$ cat src/rtl/loader_pkg.sv
// Shared types for the program loader: sequencer states and per-byte cycle budget.
package loader_pkg;

  typedef enum logic [2:0] {
    StIdle,
    StWaitByte,
    StSetAddr,
    StWriteData,
    StNext,
    StFinish
  } loader_state_t;

  localparam int unsigned CYCLES_PER_BYTE = 4;

endpackage

$ cat src/rtl/program_loader.sv
// Fills CPU RAM from a byte stream: each byte drives the bus twice (MAR address, then RAM data),
// then pulses CPU reset and releases the halt.
module program_loader
  import loader_pkg::*;
#(
  parameter int unsigned ADDR_WIDTH = 4,
  parameter int unsigned DATA_WIDTH = 8,
  parameter int unsigned PROG_BYTES = 16
) (
  input  logic                  clk_i,
  input  logic                  rst_ni,
  input  logic                  load_req_i,
  input  logic                  abort_i,
  input  logic [DATA_WIDTH-1:0] in_data_i,
  input  logic                  in_valid_i,
  output logic                  in_ready_o,
  output logic [DATA_WIDTH-1:0] bus_out_o,
  output logic                  bus_drive_o,
  output logic                  mar_load_o,
  output logic                  ram_write_o,
  output logic                  cpu_halt_o,
  output logic                  cpu_rst_o,
  output logic                  busy_o,
  output logic                  done_o,
  output logic [ADDR_WIDTH:0]   byte_count_o
);

  localparam logic [ADDR_WIDTH-1:0] LastAddr = ADDR_WIDTH'(PROG_BYTES - 1);
  localparam logic [ADDR_WIDTH:0]   CountOne = (ADDR_WIDTH + 1)'(1);
  localparam logic [ADDR_WIDTH-1:0] AddrOne  = ADDR_WIDTH'(1);

  loader_state_t state_q, state_d;
  logic [ADDR_WIDTH-1:0] addr_q, addr_d;
  logic [DATA_WIDTH-1:0] data_q, data_d;
  logic [ADDR_WIDTH:0]   count_q, count_d;
  logic                  done_q, done_d;

  logic [DATA_WIDTH-1:0] bus_out_q, bus_out_d;
  logic bus_drive_q, bus_drive_d;
  logic mar_load_q, mar_load_d;
  logic ram_write_q, ram_write_d;
  logic cpu_halt_q, cpu_halt_d;
  logic cpu_rst_q, cpu_rst_d;
  logic busy_q, busy_d;

  always_comb begin
    state_d = state_q;
    addr_d  = addr_q;
    data_d  = data_q;
    count_d = count_q;
    done_d  = done_q;

    // An abort never cancels a strobe already on the bus, so the write still counts.
    if (state_q == StWriteData) count_d = count_q + CountOne;

    if (abort_i) begin
      state_d = StIdle;
      if (state_q != StIdle) done_d = 1'b0;
    end else begin
      unique case (state_q)
        StIdle: begin
          if (load_req_i) begin
            state_d = StWaitByte;
            addr_d  = '0;
            count_d = '0;
            done_d  = 1'b0;
          end
        end
        StWaitByte: begin
          if (in_valid_i) begin
            data_d  = in_data_i;
            state_d = StSetAddr;
          end
        end
        StSetAddr:   state_d = StWriteData;
        StWriteData: state_d = StNext;
        StNext: begin
          if (addr_q == LastAddr) begin
            state_d = StFinish;
          end else begin
            addr_d  = addr_q + AddrOne;
            state_d = StWaitByte;
          end
        end
        StFinish: begin
          state_d = StIdle;
          done_d  = 1'b1;
        end
        default: state_d = StIdle;
      endcase
    end
  end

  // Outputs are decoded from the next state so the registered copy matches state_q each cycle.
  always_comb begin
    bus_drive_d = (state_d == StSetAddr) || (state_d == StWriteData);
    mar_load_d  = (state_d == StSetAddr);
    ram_write_d = (state_d == StWriteData);
    cpu_halt_d  = (state_d != StIdle);
    busy_d      = (state_d != StIdle);
    cpu_rst_d   = (state_d == StFinish);
    bus_out_d   = '0;
    if (state_d == StSetAddr) begin
      bus_out_d = DATA_WIDTH'(addr_d);
    end else if (state_d == StWriteData) begin
      bus_out_d = data_d;
    end
  end

  always_ff @(posedge clk_i) begin
    if (!rst_ni) begin
      state_q     <= StIdle;
      addr_q      <= '0;
      data_q      <= '0;
      count_q     <= '0;
      done_q      <= 1'b0;
      bus_out_q   <= '0;
      bus_drive_q <= 1'b0;
      mar_load_q  <= 1'b0;
      ram_write_q <= 1'b0;
      cpu_halt_q  <= 1'b0;
      cpu_rst_q   <= 1'b0;
      busy_q      <= 1'b0;
    end else begin
      state_q     <= state_d;
      addr_q      <= addr_d;
      data_q      <= data_d;
      count_q     <= count_d;
      done_q      <= done_d;
      bus_out_q   <= bus_out_d;
      bus_drive_q <= bus_drive_d;
      mar_load_q  <= mar_load_d;
      ram_write_q <= ram_write_d;
      cpu_halt_q  <= cpu_halt_d;
      cpu_rst_q   <= cpu_rst_d;
      busy_q      <= busy_d;
    end
  end

  assign in_ready_o   = (state_q == StWaitByte);
  assign bus_out_o    = bus_out_q;
  assign bus_drive_o  = bus_drive_q;
  assign mar_load_o   = mar_load_q;
  assign ram_write_o  = ram_write_q;
  assign cpu_halt_o   = cpu_halt_q;
  assign cpu_rst_o    = cpu_rst_q;
  assign busy_o       = busy_q;
  assign done_o       = done_q;
  assign byte_count_o = count_q;

endmodule

$ cat config.mk
export PLATFORM = sky130hd
export DESIGN_NAME = program_loader
export DESIGN_NICKNAME = d
export VERILOG_FILES = /design/src/rtl/loader_pkg.sv /design/src/rtl/program_loader.sv
export SDC_FILE = /design/constraint.sdc
export NUM_CORES = 1
export LEC_CHECK = 0
export ABC_AREA = 1
export CORE_ASPECT_RATIO = 0.7
export CORE_MARGIN = 5
export CORE_UTILIZATION = 46
export CTS_BUF_LIST = sky130_fd_sc_hd__clkbuf_4 sky130_fd_sc_hd__clkbuf_8
export DETAILED_ROUTE_END_ITERATION = 8
export GPL_ROUTABILITY_DRIVEN = 0
export PLACE_DENSITY = 0.86
export SLEW_MARGIN = 20
export SYNTH_ARGS = -nofsm -noshare
export SYNTH_HDL_FRONTEND = slang
export SYNTH_SLANG_ARGS = --single-unit
$ cat constraint.sdc
create_clock -name clk_i -period 1.2 [get_ports clk_i]
set_input_delay 0.12 -clock clk_i [delete_from_list [all_inputs] [get_ports clk_i]]
set_output_delay 0.12 -clock clk_i [all_outputs]
set_load 0.05 [all_outputs]
==> flow_summary.json, run 1 <==
{
  "status": "finished with violations",
  "violations": "setup timing",
  "ctsLongestPathBuffers": 2,
  "hold_path_class": "in2reg",
  "synthCells": 195,
  "area_growth_pct": 82.0,
  "avgRoutedWirePerCell_um": 18.4,
  "avgSynthCellArea_sq_um": 7.29,
  "multi_input_area_sq_um": 866,
  "clk_latency_ns": 0.28,
  "cts_tree": "yes",
  "period_share_pct": 121,
  "finalPower_mw": 2.29,
  "drive_above_1_share_pct": 46.9,
  "dieArea_sq_um": 4320,
  "critical_path_depth": 7,
  "post-dp-hpwl_mm": 2.77,
  "setup.worst_path.class": "reg2reg",
  "synth_top_cell_area_share_pct": 47.9,
  "tightestPinTransition_ns": 0.328,
  "cp.required_ns": 1.37,
  "cts_buffers": 5,
  "syn_area_sq_um": 1420,
  "worst_ir_drop_vdd_mv": 0.735,
  "first_global_vias": 1473,
  "fin_ws_ns": -0.254,
  "final_common_cell": "nand2_1",
  "dp.cells": 283,
  "n_antenna_cell": 0,
  "final_cell_mix": "35 x nand2_1, 27 x dfxtp_1, 25 x buf_4",
  "routed_wl_mm": 5.47,
  "synth_nets": 210,
  "synth_top_area_cell": "dfxtp_1",
  "port_buffers": 33,
  "initial_core_util_pct": 49.3,
  "drt_iter0_markers": 204,
  "seq_area_sq_um": 699,
  "min_period_ns": 1.45,
  "antenna_found_initial": 0,
  "path_buf_inv": 0,
  "cap_violations": 0,
  "route.detailed.drc": 0,
  "hold_depth": 3,
  "final_cells": 298,
  "vias": 1653,
  "rows": 16,
  "whs_ns": 0.464,
  "rsz0062_at_grt": "true",
  "cpPeakStageDelay_ns": 0.45,
  "die_h_um": 56.5,
  "grt_max_degree": 10,
  "ios": 34,
  "hold_violations": 0,
  "fmax_ghz": 0.688,
  "setup_tns_ns": -4.32,
  "hold_buffers": 0,
  "grt_use_total_pct": 19.0,
  "p_leak_nw": 1.13,
  "finalSetupViolations": 31,
  "worstRegToRegCells": 7,
  "arrival_ns": 1.63,
  "die_width_um": 76.4,
  "ys_types": 23,
  "final_nets": 277,
  "r2r_slack_ns": -0.25,
  "cp-end-kind": "flop",
  "core_sq_um": 2880,
  "fill_cells": 115,
  "start_kind": "flop",
  "max_slew_margin_pct": 78.1,
  "htree_levels": 2,
  "cp_max_fo": 5,
  "fin_skew_ns": 0.00399,
  "timing.critical_path.mode_cell": "nand2_1",
  "path_cells": "nand2_1 -> o21ai_0 -> nand2_1 -> nand2_2 -> nand2_1 -> nand3_1 -> nand2_1",
  "synth-seq-area-share_pct": 47.9,
  "cts.sinks": 34,
  "timing.critical_path.max_delay_family": "simple AND/OR/NAND/NOR gates",
  "crit_path_top_delay_cell": "dfxtp_1",
  "ys_top_cells_by_area": "dfxtp_1 48%, nand2_1 13%, nor2_1 10%",
  "drv_slew": 0,
  "first_pass_iters": 4,
  "cts-root-buf": "clkbuf_8",
  "via_per_inst": 5.55,
  "overflow": 0,
  "grt_pass1_wl_mm": 6.70,
  "power_density_nw_per_um2": 884,
  "path_clk_slew_ns": 0.07,
  "drtAntennaViolNets": 0,
  "ys_ff_latch": 34,
  "yosys_warnings": 0
}
-- sequential cells by signal, summed over array words and instances (netlist names) --
signal	cells
mar_load_o	1
bus_out_o	8
cpu_rst_o	1
state_q	3
data_q	8
addr_q	4
busy_o	1
done_o	1
bus_drive_o	1
ram_write_o	1
byte_count_o	5
-- cells by family (layout without fill, tap and decap cells) --
family / Yosys count / in the layout / synth area share, %
and+or+nand+nor: 112 / 112 / 34.2
DFF: 34 / 34 / 47.9
buffers and inverters: 27 / 94 / 7.66
AOI/OAI and AO/OA: 17 / 17 / 6.60
xor gates and xnor gates: 3 / 3 / 1.85
adders and majority gates: 2 / 2 / 1.76
-- through the flow --
step                setup WS [ns]  utilization [%]  cell area (sq um)
floorplan                 -0.0259                -               1430
global placement           -0.208             75.3               2170
detailed placement         -0.251             75.3               2170
CTS                        -0.125             81.1               2340
global route               -0.378             89.7               2590
finish                     -0.254             89.7               2590
-- final cells by class --
cell class                 instances  area share [%]
timing repair buffer              64            30.8
clock buffer                       7            3.24
sequential                        34            27.0
multi-input combinational        134            33.5
tap                               36            1.74
inverter                          23            3.73
-- repair_timing --
item | CTS | global route
buffers inserted | 2 | 6
hold endpoints to repair | 0 | 0
resized for setup | 26 | 56
pin swaps | 5 | 13
setup endpoints to repair | 24 | 33
-- synthesized netlist by cell type, drive strengths merged --
| cell type | instances |
|---|---|
| o32ai | 1 |
| nor3 | 2 |
| dfxtp | 34 |
| or2 | 2 |
| nand4 | 2 |
| xnor2 | 1 |
| nand3 | 13 |
| and2 | 3 |
| clkbuf | 2 |
| nand2 | 50 |
| ha | 2 |
| a21oi | 5 |
| o21bai | 2 |
| buf | 2 |
| nor2 | 40 |
| inv | 23 |
| xor2 | 2 |
| o21ai | 9 |
-- worst paths after layout --
check / start / endpoint
worst max-delay path: addr_q[2] / bus_out_o[3]
worst min-delay path: in_data_i[1] / data_q[1]
worst max register to register: addr_q[2] / bus_out_o[3]
worst min register to register: data_q[7] / data_q[7]
-- worst register-to-register path, cell delays in order (launching register included) --
cell     delay (ns)
dfxtp_1        0.45
nand2_1        0.15
o21ai_0        0.28
nand2_1        0.12
nand2_2        0.09
nand2_1        0.08
nand3_1        0.11
nand2_1        0.07
-- routing by layer --
layer / global-route usage [%] / share of wire (%) / up-vias
li1: - / - / 742
met1: 23.3 / 41 / 791
met2: 31.0 / 48 / 101
met3: 7.19 / 8.6 / 19
met4: 5.49 / 2.4 / 0
met5: 0 / 0 / -
-- where the power goes --
group / switching [mW] / internal (mW) / total [mW]
Combinational: 0.163 / 0.133 / 0.296
Clock: 0.400 / 0.445 / 0.845
Sequential: 0.0124 / 1.13 / 1.15
Power figures use the tool's default switching activity.
==> run 2, diff against run 1 <==
--- a/config.mk
+++ b/config.mk
@@ -7,7 +7,7 @@
 export LEC_CHECK = 0
 export ABC_AREA = 1
 export CORE_ASPECT_RATIO = 0.7
-export CORE_MARGIN = 5
+export CORE_MARGIN = 2
 export CORE_UTILIZATION = 46
 export CTS_BUF_LIST = sky130_fd_sc_hd__clkbuf_4 sky130_fd_sc_hd__clkbuf_8
 export DETAILED_ROUTE_END_ITERATION = 8
==> flow_summary.json, run 2 (synthesized netlist as in run 1, its figures left out) <==
{
  "multi_input_area_sq_um": 840,
  "core_sq_um": 2860,
  "avgRoutedWirePerCell_um": 20.1,
  "rsz0062_at_grt": "true",
  "fin_util_pct": 90.7,
  "setup_tns_ns": -5.51,
  "cp.required_ns": 1.39,
  "grt_max_degree": 11,
  "drv_slew": 0,
  "die_width_um": 70.4,
  "fmax_ghz": 0.656,
  "first_global_vias": 1545,
  "dp_slack_ns": -0.268,
  "p_leak_nw": 1.15,
  "r2r_start": "state_q[0]",
  "dp.cells": 284,
  "htree_levels": 2,
  "vias": 1799,
  "post-dp-hpwl_mm": 2.65,
  "worst_ir_drop_vdd_mv": 0.760,
  "die_h_um": 50.5,
  "cts_tree": "yes",
  "cts-root-buf": "clkbuf_8",
  "period_share_pct": 127,
  "ios": 34,
  "antenna_found_initial": 0,
  "final_cell_mix": "35 x nand2_1, 28 x buf_4, 27 x dfxtp_1",
  "clk_latency_ns": 0.30,
  "cts_buffers": 5,
  "start_kind": "flop",
  "fill_cells": 99,
  "dpl-instance-area_sq_um": 2180,
  "setup.worst_path.class": "reg2reg",
  "seq_area_sq_um": 699,
  "routed_wl_mm": 6.09,
  "max_slew_margin_pct": 80.6,
  "hold_violations": 0,
  "drtAntennaViolNets": 0,
  "drive_above_1_share_pct": 46.8,
  "cts.sinks": 34,
  "overflow": 0,
  "cap_violations": 0,
  "min-delay-start": "in_data_i[4]",
  "finalPower_mw": 2.35,
  "hold_path_class": "in2reg",
  "grt_use_total_pct": 29.9,
  "tightestPinTransition_ns": 0.289,
  "dieArea_sq_um": 3560,
  "r2r_slack_ns": -0.33,
  "r2r-end": "bus_out_o[6]",
  "violations": "setup timing",
  "initial_core_util_pct": 49.7,
  "cp-end-kind": "flop",
  "fin_skew_ns": 0.0130,
  "final_nets": 281,
  "path_clk_slew_ns": 0.08,
  "rows": 16,
  "area_growth_pct": 82.7,
  "ctsLongestPathBuffers": 2,
  "worstRegToRegCells": 8,
  "whs_ns": 0.473,
  "min_period_ns": 1.53,
  "final_cells": 303,
  "port_buffers": 33,
  "startpoint": "state_q[0]",
  "drt_iter0_markers": 154,
  "power_density_nw_per_um2": 905,
  "first_pass_iters": 7,
  "status": "finished with violations",
  "critPathCapture": "bus_out_o[6]",
  "fin_ws_ns": -0.325,
  "n_antenna_cell": 0,
  "grt_pass1_wl_mm": 7.94,
  "route.detailed.drc": 0,
  "cp_max_fo": 5,
  "finalSetupViolations": 35,
  "arrival_ns": 1.71,
  "final_area_sq_um": 2600,
  "final_common_cell": "nand2_1",
  "via_per_inst": 5.94
}
## run 2: power breakdown
part / internal, mW / total (mW) / switching [mW]
combinational: 0.137 / 0.305 / 0.168
sequential: 1.13 / 1.15 / 0.0128
clock: 0.480 / 0.900 / 0.420
total: 1.75 / 2.35 / 0.601
## run 2: cell type report
class                      count  area share [%]
tap                           36            1.73
multi-input combinational    134            32.3
inverter                      23            3.81
clock buffer                   8            3.52
timing repair buffer          68            31.7
sequential                    34            26.9
## run 2: worst max-delay path: stages, from the launching register on
cell	delay [ns]
dfxtp_4	0.39
inv_4	0.05
nor2_4	0.13
buf_6	0.13
nand4_4	0.11
buf_2	0.19
nor2_1	0.16
nor2_1	0.10
and2_1	0.14
## run 2: repair_timing
item	CTS	global route
setup buffers	6	5
cloned	0	1
pin swaps	10	14
resized for setup	30	48
endpoints found under the setup margin	24	35
hold buffers	0	0
## run 2: worst min path at each step
stage / endpoint / slack, ns / cells past startpoint
2_1_floorplan: done_o / 0.24 / 1
3_3_place_gp: data_q[2] / 0.49 / 4
3_5_place_dp: data_q[2] / 0.50 / 4
4_1_cts: data_q[0] / 0.43 / 3
5_1_grt: data_q[5] / 0.48 / 3
6_report: data_q[4] / 0.47 / 3
## run 2: per-layer routing
metal / vias up / GRT usage [%] / wire length (um)
met5: - / 0 / 0
met2: 175 / 48.7 / 2710
met3: 66 / 11.6 / 655
met1: 814 / 35.0 / 2280
met4: 0 / 13.5 / 442
li1: 744 / - / -
==> run 3, diff against run 2 <==
--- a/config.mk
+++ b/config.mk
@@ -9,7 +9,7 @@
 export CORE_ASPECT_RATIO = 0.7
 export CORE_MARGIN = 2
 export CORE_UTILIZATION = 46
-export CTS_BUF_LIST = sky130_fd_sc_hd__clkbuf_4 sky130_fd_sc_hd__clkbuf_8
+export CTS_BUF_LIST = sky130_fd_sc_hd__clkbuf_4
 export DETAILED_ROUTE_END_ITERATION = 8
 export GPL_ROUTABILITY_DRIVEN = 0
 export PLACE_DENSITY = 0.86
==> flow_summary.json, run 3 (synthesized netlist as in run 1, its figures left out) <==
{
  "worstRegToRegCells": 9,
  "arrival_ns": 1.78,
  "final_nets": 286,
  "die_width_um": 70.4,
  "initial_core_util_pct": 49.7,
  "min_period_ns": 1.52,
  "grt_max_degree": 11,
  "overflow": 0,
  "cts_tree": "yes",
  "cp.required_ns": 1.46,
  "grt_pass1_wl_mm": 7.50,
  "drv_slew": 0,
  "post-dp-hpwl_mm": 2.65,
  "vias": 1806,
  "clk_latency_ns": 0.37,
  "tightestPinTransition_ns": 0.324,
  "hold_path_class": "in2reg",
  "avgRoutedWirePerCell_um": 21.6,
  "routed_wl_mm": 6.66,
  "area_growth_pct": 91.1,
  "core_sq_um": 2860,
  "r2r-end": "bus_out_o[0]",
  "cp-end-kind": "flop",
  "dp.cells": 284,
  "p_leak_nw": 1.18,
  "fill_cells": 78,
  "period_share_pct": 126,
  "crit_path_top_delay_cell": "dfxtp_2",
  "route.detailed.drc": 0,
  "hold_violations": 0,
  "setup.worst_path.class": "reg2reg",
  "final_common_cell": "nand2_1",
  "port_buffers": 33,
  "r2r_start": "state_q[0]",
  "drive_above_1_share_pct": 52.9,
  "grt_use_total_pct": 28.1,
  "path_cells": "inv_2 -> nor2_4 -> buf_6 -> nand4_4 -> buf_2 -> nor2_1 -> nor2_2 -> nand2_1 -> nand2_1",
  "start_kind": "flop",
  "drtAntennaViolNets": 0,
  "cts-root-buf": "clkbuf_4",
  "drt_iter0_markers": 210,
  "startpoint": "state_q[0]",
  "critPathCapture": "bus_out_o[0]",
  "dieArea_sq_um": 3560,
  "whs_ns": 0.428,
  "first_pass_iters": 7,
  "n_antenna_cell": 0,
  "violations": "setup timing",
  "cts.sinks": 34,
  "final_cell_mix": "33 x nand2_1, 27 x buf_4, 26 x dfxtp_1",
  "path_buf_inv": 3,
  "finalSetupViolations": 34,
  "r2r_slack_ns": -0.32,
  "max_slew_margin_pct": 78.4,
  "hold_buffers": 0,
  "cts_buffers": 5,
  "timing.critical_path.mode_cell": "nand2_1",
  "final_cells": 308,
  "htree_levels": 2,
  "critical_path_depth": 9,
  "first_global_vias": 1568,
  "dp_slack_ns": -0.268,
  "fin_util_pct": 94.9,
  "final_area_sq_um": 2720,
  "finalPower_mw": 2.24,
  "status": "finished with violations",
  "ios": 34,
  "cap_violations": 0,
  "timing.critical_path.max_delay_family": "simple AND/OR/NAND/NOR gates",
  "antenna_found_initial": 0,
  "ctsLongestPathBuffers": 2,
  "fin_skew_ns": 0.0191,
  "power_density_nw_per_um2": 823,
  "fmax_ghz": 0.659,
  "dpl-instance-area_sq_um": 2180,
  "via_per_inst": 5.86,
  "die_h_um": 50.5,
  "rsz0062_at_grt": "true",
  "rows": 16,
  "setup_tns_ns": -7.34,
  "cp_max_fo": 5,
  "worst_ir_drop_vdd_mv": 0.860,
  "path_clk_slew_ns": 0.12,
  "fin_ws_ns": -0.317,
  "cpPeakStageDelay_ns": 0.38
}
-- run 3: layer usage --
layer | vias to the layer above | GRT usage, % | wire length (um)
li1 | 760 | - | -
met1 | 864 | 33.2 | 2670
met2 | 136 | 44.7 | 3080
met3 | 46 | 8.84 | 560
met4 | 0 | 17.3 | 350
met5 | - | 0 | 0
-- run 3: repair_timing --
item	CTS	global route
resized for setup	39	67
gates cloned	0	1
setup buffers	8	10
setup endpoints to repair	24	35
pin swaps	10	24
endpoints found under the hold margin	0	0
-- run 3: worst min-delay path, cell delays in order --
cell	delay [ns]
clkdlybuf4s50_1	0.45
nor2_4	0.14
nor2_4	0.04
-- run 3: how the worst min path moves through the flow --
stage	startpoint	to	slack [ns]	cells after the start
global route	in_data_i[1]	data_q[1]	0.44	3
detailed placement	data_q[2]	data_q[2]	0.50	4
CTS	in_data_i[0]	data_q[0]	0.37	3
global placement	data_q[2]	data_q[2]	0.49	4
floorplan	abort_i	done_o	0.24	1
finish	in_data_i[1]	data_q[1]	0.43	3
-- run 3: area by class of cell --
cell class                 instances  area [sq um]  area share, %
sequential                        34           698           25.7
tap                               36          45.0           1.66
inverter                          23          93.8           3.45
clock buffer                       8          60.1           2.21
multi-input combinational        134           936           34.5
timing repair buffer              73           883           32.5
-- run 3: report_power, final --
part | internal [mW] | switching (mW)
Combinational | 0.167 | 0.196
Sequential | 1.13 | 0.0115
Clock | 0.301 | 0.426
==> edit 1 (settings of run 3) <==
Reset style: asynchronous (`rst_ni`), changed in one clocked block.
--- a/src/rtl/program_loader.sv
+++ b/src/rtl/program_loader.sv
@@ -109,3 +109,3 @@
 
-  always_ff @(posedge clk_i) begin
+  always_ff @(posedge clk_i or negedge rst_ni) begin
     if (!rst_ni) begin
Behaviour: differs if rst_ni is asserted again (counterexample within 4 cycles, from zero or initial values and one cycle with rst_ni low); with rst_ni held inactive, the same outputs for 10 cycles.
==> edit 1 against run 3 <==
The run ends with DRC, setup timing left; worst setup slack got worse by 0.11 ns; core utilization decreased by 6.0 points; sequential cell count unchanged; synthesized area increased by 5.5%; worst hold slack got worse by 0.33 ns; synthesized cell count decreased by 14%; global-route usage increased by 0.83 points; first-iteration DRC count increased by 15%; routed wire length decreased by 1.5%; cell area increased by 2.3%; largest cell class is now buffers; highest routed layer unchanged.
Power is not compared: it rests on default switching activity, and its combinational part moved more than twofold at a synthesized area within 25%.
==> edit 1: results (changes against run 3) <==
stage;metric;value;unit;change
place;Setup WS pre-CTS;-0.349;ns;-0.0810 ns
drt;First-pass DRT Iterations;8;;+1
drt;DR iter-0 viols;241;;+15%
sta;hold slack final;0.0936;ns;-0.335 ns
yosys;Seq/Total Area, Yosys;56.7;%;+8.8 points
run_status;status;finished with violations;;
sta;final setup violation count;36;;+5.9%
drt;total wire length;6570;um;-1.5%
yosys;synth cell count leaders;40 x nand2_1, 34 x dfrtp_1, 19 x inv_1, 19 x nor2_1, 15 x nand3_1;;
setup_path;crit path launch;state_q[1]$_DFF_PN0_;;
sta;Final WS setup;-0.432;ns;-0.115 ns
grt;largest net degree at the start of global routing;35;;+24
grt;GRT Total Usage;28.9;%;+0.83 points
drt;Residual DRC;1;;+1
worst_hold_path;class of the worst hold path;input pin to async pin;;
place;DP Wirelength;2850;um;+7.6%
clock_network;clk_lat worst skew;0.39;ns;+0.02 ns
power;Logic pwr share;32.1;%;
yosys;Top FF cell, synth;dfrtp_1;;
yosys;Compound-Gate Fraction of Synth Area;5.75;%;-0.85 points
clock_network;Reg clk slew, reported paths;0.14;ns;+0.02 ns
final_layout;fill count;100;;+28%
yosys;Async S/R FF share, synth;100;%;+100 points
setup_path;Critical Path AT;1.94;ns;+0.16 ns
yosys;post-synthesis adder-cell area fraction;1.67;%;-0.093 points
sta;setup TNS;-10.01;ns;-2.67 ns
final_layout;Final #Nets;256;;-10%
grt;vias in the first global route;1541;;-1.7%
yosys;syn_nets;183;;-13%
grt;global-route wire length before repair;7820;um;+4.3%
run_status;failing checks;DRC, setup timing;;
setup_path;CP Max Fanout;4;;-1
## edit 1: changes by cell type in the layout (fill, tap and decap cells not counted), sizes merged, moves of 6 or more
cell	before	now
nor2	40	20
dfrtp	0	34
buf	61	55
dfxtp	34	0
nand4	2	8
nand2	50	41
## edit 1: final cells by class
type | instances | area, um2 | share of cell area [%]
Timing Repair Buffer | 67 | 862 | 31.0
Tap cell | 38 | 47.5 | 1.71
Clock inverter | 3 | 63.8 | 2.30
Multi-Input combinational cell | 110 | 806 | 29.0
Clock buffer | 5 | 37.5 | 1.35
Inverter | 23 | 106 | 3.83
Sequential cell | 34 | 856 | 30.8
## edit 1: metal layers
layer	part of all wire, %	global-route usage, %
met4	6.2	13.8
met5	0	0
met3	11	8.14
met1	35	36.8
met2	48	45.7
## edit 1: logic make-up after synthesis
logic type | after synthesis
AO/OA/AOI/OAI | 14
adder cells (fa/ha/maj) | 2
buffers and inverters | 24
flip-flops | 34
AND/OR/NAND/NOR | 94
## edit 1: power by group through the flow
stage | sequential, mW | combinational, mW | clock [mW]
6_report | 1.43 | 1.20 | 1.11
5_1_grt | 1.44 | 1.23 | 1.15
4_1_cts | 1.39 | 0.953 | 1.06
3_5_place_dp | 1.40 | 0.805 | 0
3_3_place_gp | 1.39 | 0.774 | 0
2_1_floorplan | 1.48 | 0.305 | 0
## edit 1: what timing repair did
item | in CTS | in global routing
resized for setup | 47 | 46
pin swaps | 19 | 22
setup endpoints to repair | 34 | 35
buffers inserted | 9 | 10
hold buffers | 0 | 0
## edit 1: final timing paths
| kind | to | cells past startpoint |
|---|---|---|
| max | bus_out_o[0]$_DFF_PN0_ | 8 |
| min in group clk_i | data_q[0]$_DFF_PN0_ | 3 |
| max reg2reg | bus_out_o[0]$_DFF_PN0_ | 8 |
| max in group asynchronous | byte_count_o[1]$_DFF_PN0_ | 2 |
| min reg2reg | data_q[0]$_DFF_PN0_ | 2 |
| min | state_q[2]$_DFF_PN0_ | 2 |
## edit 1: critical path, stage by stage, from the launching register on
cell and delay (ns):
dfrtp_2 0.47, buf_6 0.15, nor2_4 0.14, nand2_4 0.09, nor2_2 0.22, nand2_1 0.11, nand2_1 0.13, nand3_1 0.12
nand2_1 0.10
## edit 1: metrics by stage
step / std cells / utilization, %
3_3_place_gp: 255 / 71.5
2_1_floorplan: 168 / -
6_report: 280 / 88.9
3_5_place_dp: 255 / 71.5
4_1_cts: 272 / 81.9
5_1_grt: 280 / 88.9
==> edit 2 (settings of run 3) <==
Made on the original files. `ADDR_WIDTH`: 4 -> 3.
--- a/src/rtl/program_loader.sv
+++ b/src/rtl/program_loader.sv
@@ -5,3 +5,3 @@
 #(
-  parameter int unsigned ADDR_WIDTH = 4,
+  parameter int unsigned ADDR_WIDTH = 3,
   parameter int unsigned DATA_WIDTH = 8,
Interface: changed (resized byte_count_o); port bits go from 34 to 33. No check against the original RTL was run, so the function may have changed too.
==> edit 2 against run 3 <==
The flow still finishes with violations (setup timing); routed wire length fell by 29%; final cell count decreased by 13%; power shrank 9.7%; sequential cell count is 2 lower; count of clock-buffer cells in the layout down 3; worst setup slack improved by 0.11 ns; cell area fell by 11%; synthesized area shrank 5.5%; critical endpoint unchanged.
==> edit 2: results (changes against run 3) <==
stage;metric;value;unit;change
run_status;status;finished with violations;;
run_status;failing checks;setup timing;;
drt;First-pass DRT Iterations;4;;-3
yosys;Yosys cell types;25;;+8.7%
worst_hold_path;hold_sp;in_data_i[2];;
place;placed insts;248;;-13%
place;DP Wirelength;2480;um;-6.4%
place;Port Buffer Count;32;;-3.0%
yosys;syn_nets;181;;-14%
drt;routed vias/inst;5.37;;-8.5%
drt;DR iter-0 viols;133;;-37%
setup_path;CP max stage cell;dfxtp_4;;
sta;Final WS setup;-0.210;ns;+0.107 ns
yosys;Gate Count Post-Synth;166;;-15%
sta;Fin Clk Skew;0.0186;ns;-0.000426 ns
yosys;Seq/Total Area, Yosys;47.7;%;-0.17 points
power;Peak VDD IR;730;uV;-15%
sta;final setup violation count;22;;-35%
grt;global-route wire length before repair;6350;um;-15%
setup_path;Critical Path AT;1.72;ns;-0.06 ns
final_layout;ratio of cells with drive above 1 in the final layout;52.8;%;-0.15 points
grt;largest net degree at the start of global routing;18;;+7
setup_path;crit path launch;state_q[1]$_SDFF_PN0_;;
grt;vias in the first global route;1373;;-12%
yosys;synth cell count leaders;32 x dfxtp_1, 31 x nand2_1, 17 x nor2_1;;
drt;wire length per cell;17.5;um;-19%
## edit 2: final timing paths
check | endpoint | slack (ns) | cells past startpoint
setup / recovery | bus_out_o[0]$_SDFF_PN0_ | -0.21 | 9
hold / removal | data_q[2]$_SDFF_PN0_ | 0.38 | 3
setup reg to reg | bus_out_o[0]$_SDFF_PN0_ | -0.21 | 9
hold reg to reg | addr_q[1]$_SDFF_PN0_ | 0.53 | 2
## edit 2: cell families (layout without fill, tap and decap cells)
logic type | count (synthesis) | count (layout) | share of synthesized area (%)
AND/OR/NAND/NOR | 90 | 90 | 34.0
flip-flops | 32 | 32 | 47.7
adder cells (fa/ha/maj) | 2 | 2 | 1.86
AO/OA/AOI/OAI | 13 | 13 | 6.71
XOR/XNOR | 1 | 1 | 0.652
buffers and inverters | 28 | 95 | 9.04
## edit 2: through the flow
stage                     TNS, ns  power [mW]  setup WS [ns]
after floorplan             -1.74        1.22         -0.180
after global routing        -3.92        2.09         -0.246
after global placement      -2.73        1.34         -0.171
final                       -2.56        2.02         -0.210
after detailed placement    -4.07        1.35         -0.219
after CTS                   -1.03        1.95         -0.107
## edit 2: area by class of cell
type	count	area, um2
timing repair buffer	63	798
multi-input combinational	106	777
sequential	32	654
fill	126	362
inverter	24	95.1
tap	36	45.0
clock buffer	5	37.5
clock inverter	3	13.8
## edit 2: metal layers
metal | wire [um] | share of wire, % | vias to the layer above
li1 | - | - | 655
met1 | 2010 | 43 | 700
met2 | 2270 | 48 | 66
met3 | 222 | 4.7 | 23
met4 | 216 | 4.6 | 0
met5 | 0 | 0 | -
## edit 2: what timing repair did
action / in CTS / in global routing
setup endpoints to repair: 21 / 31
gates cloned: 0 / 1
buffers inserted: 5 / 7
pin swaps: 8 / 8
gates resized for setup: 26 / 27
## edit 2: power by group
part | internal, mW | switching [mW] | total [mW]
clock | 0.215 | 0.408 | 0.622
sequential | 1.07 | 0.00903 | 1.08
combinational | 0.141 | 0.177 | 0.318
## edit 2: worst reg2reg max path, cell delays in order, from the launching register on
cell,delay (ns)
dfxtp_4,0.37
buf_6,0.12
nor2_4,0.13
nand4_4,0.13
buf_12,0.19
nand2_1,0.10
nand2_1,0.10
nor2_2,0.12
nand2_1,0.07
nand2_1,0.05
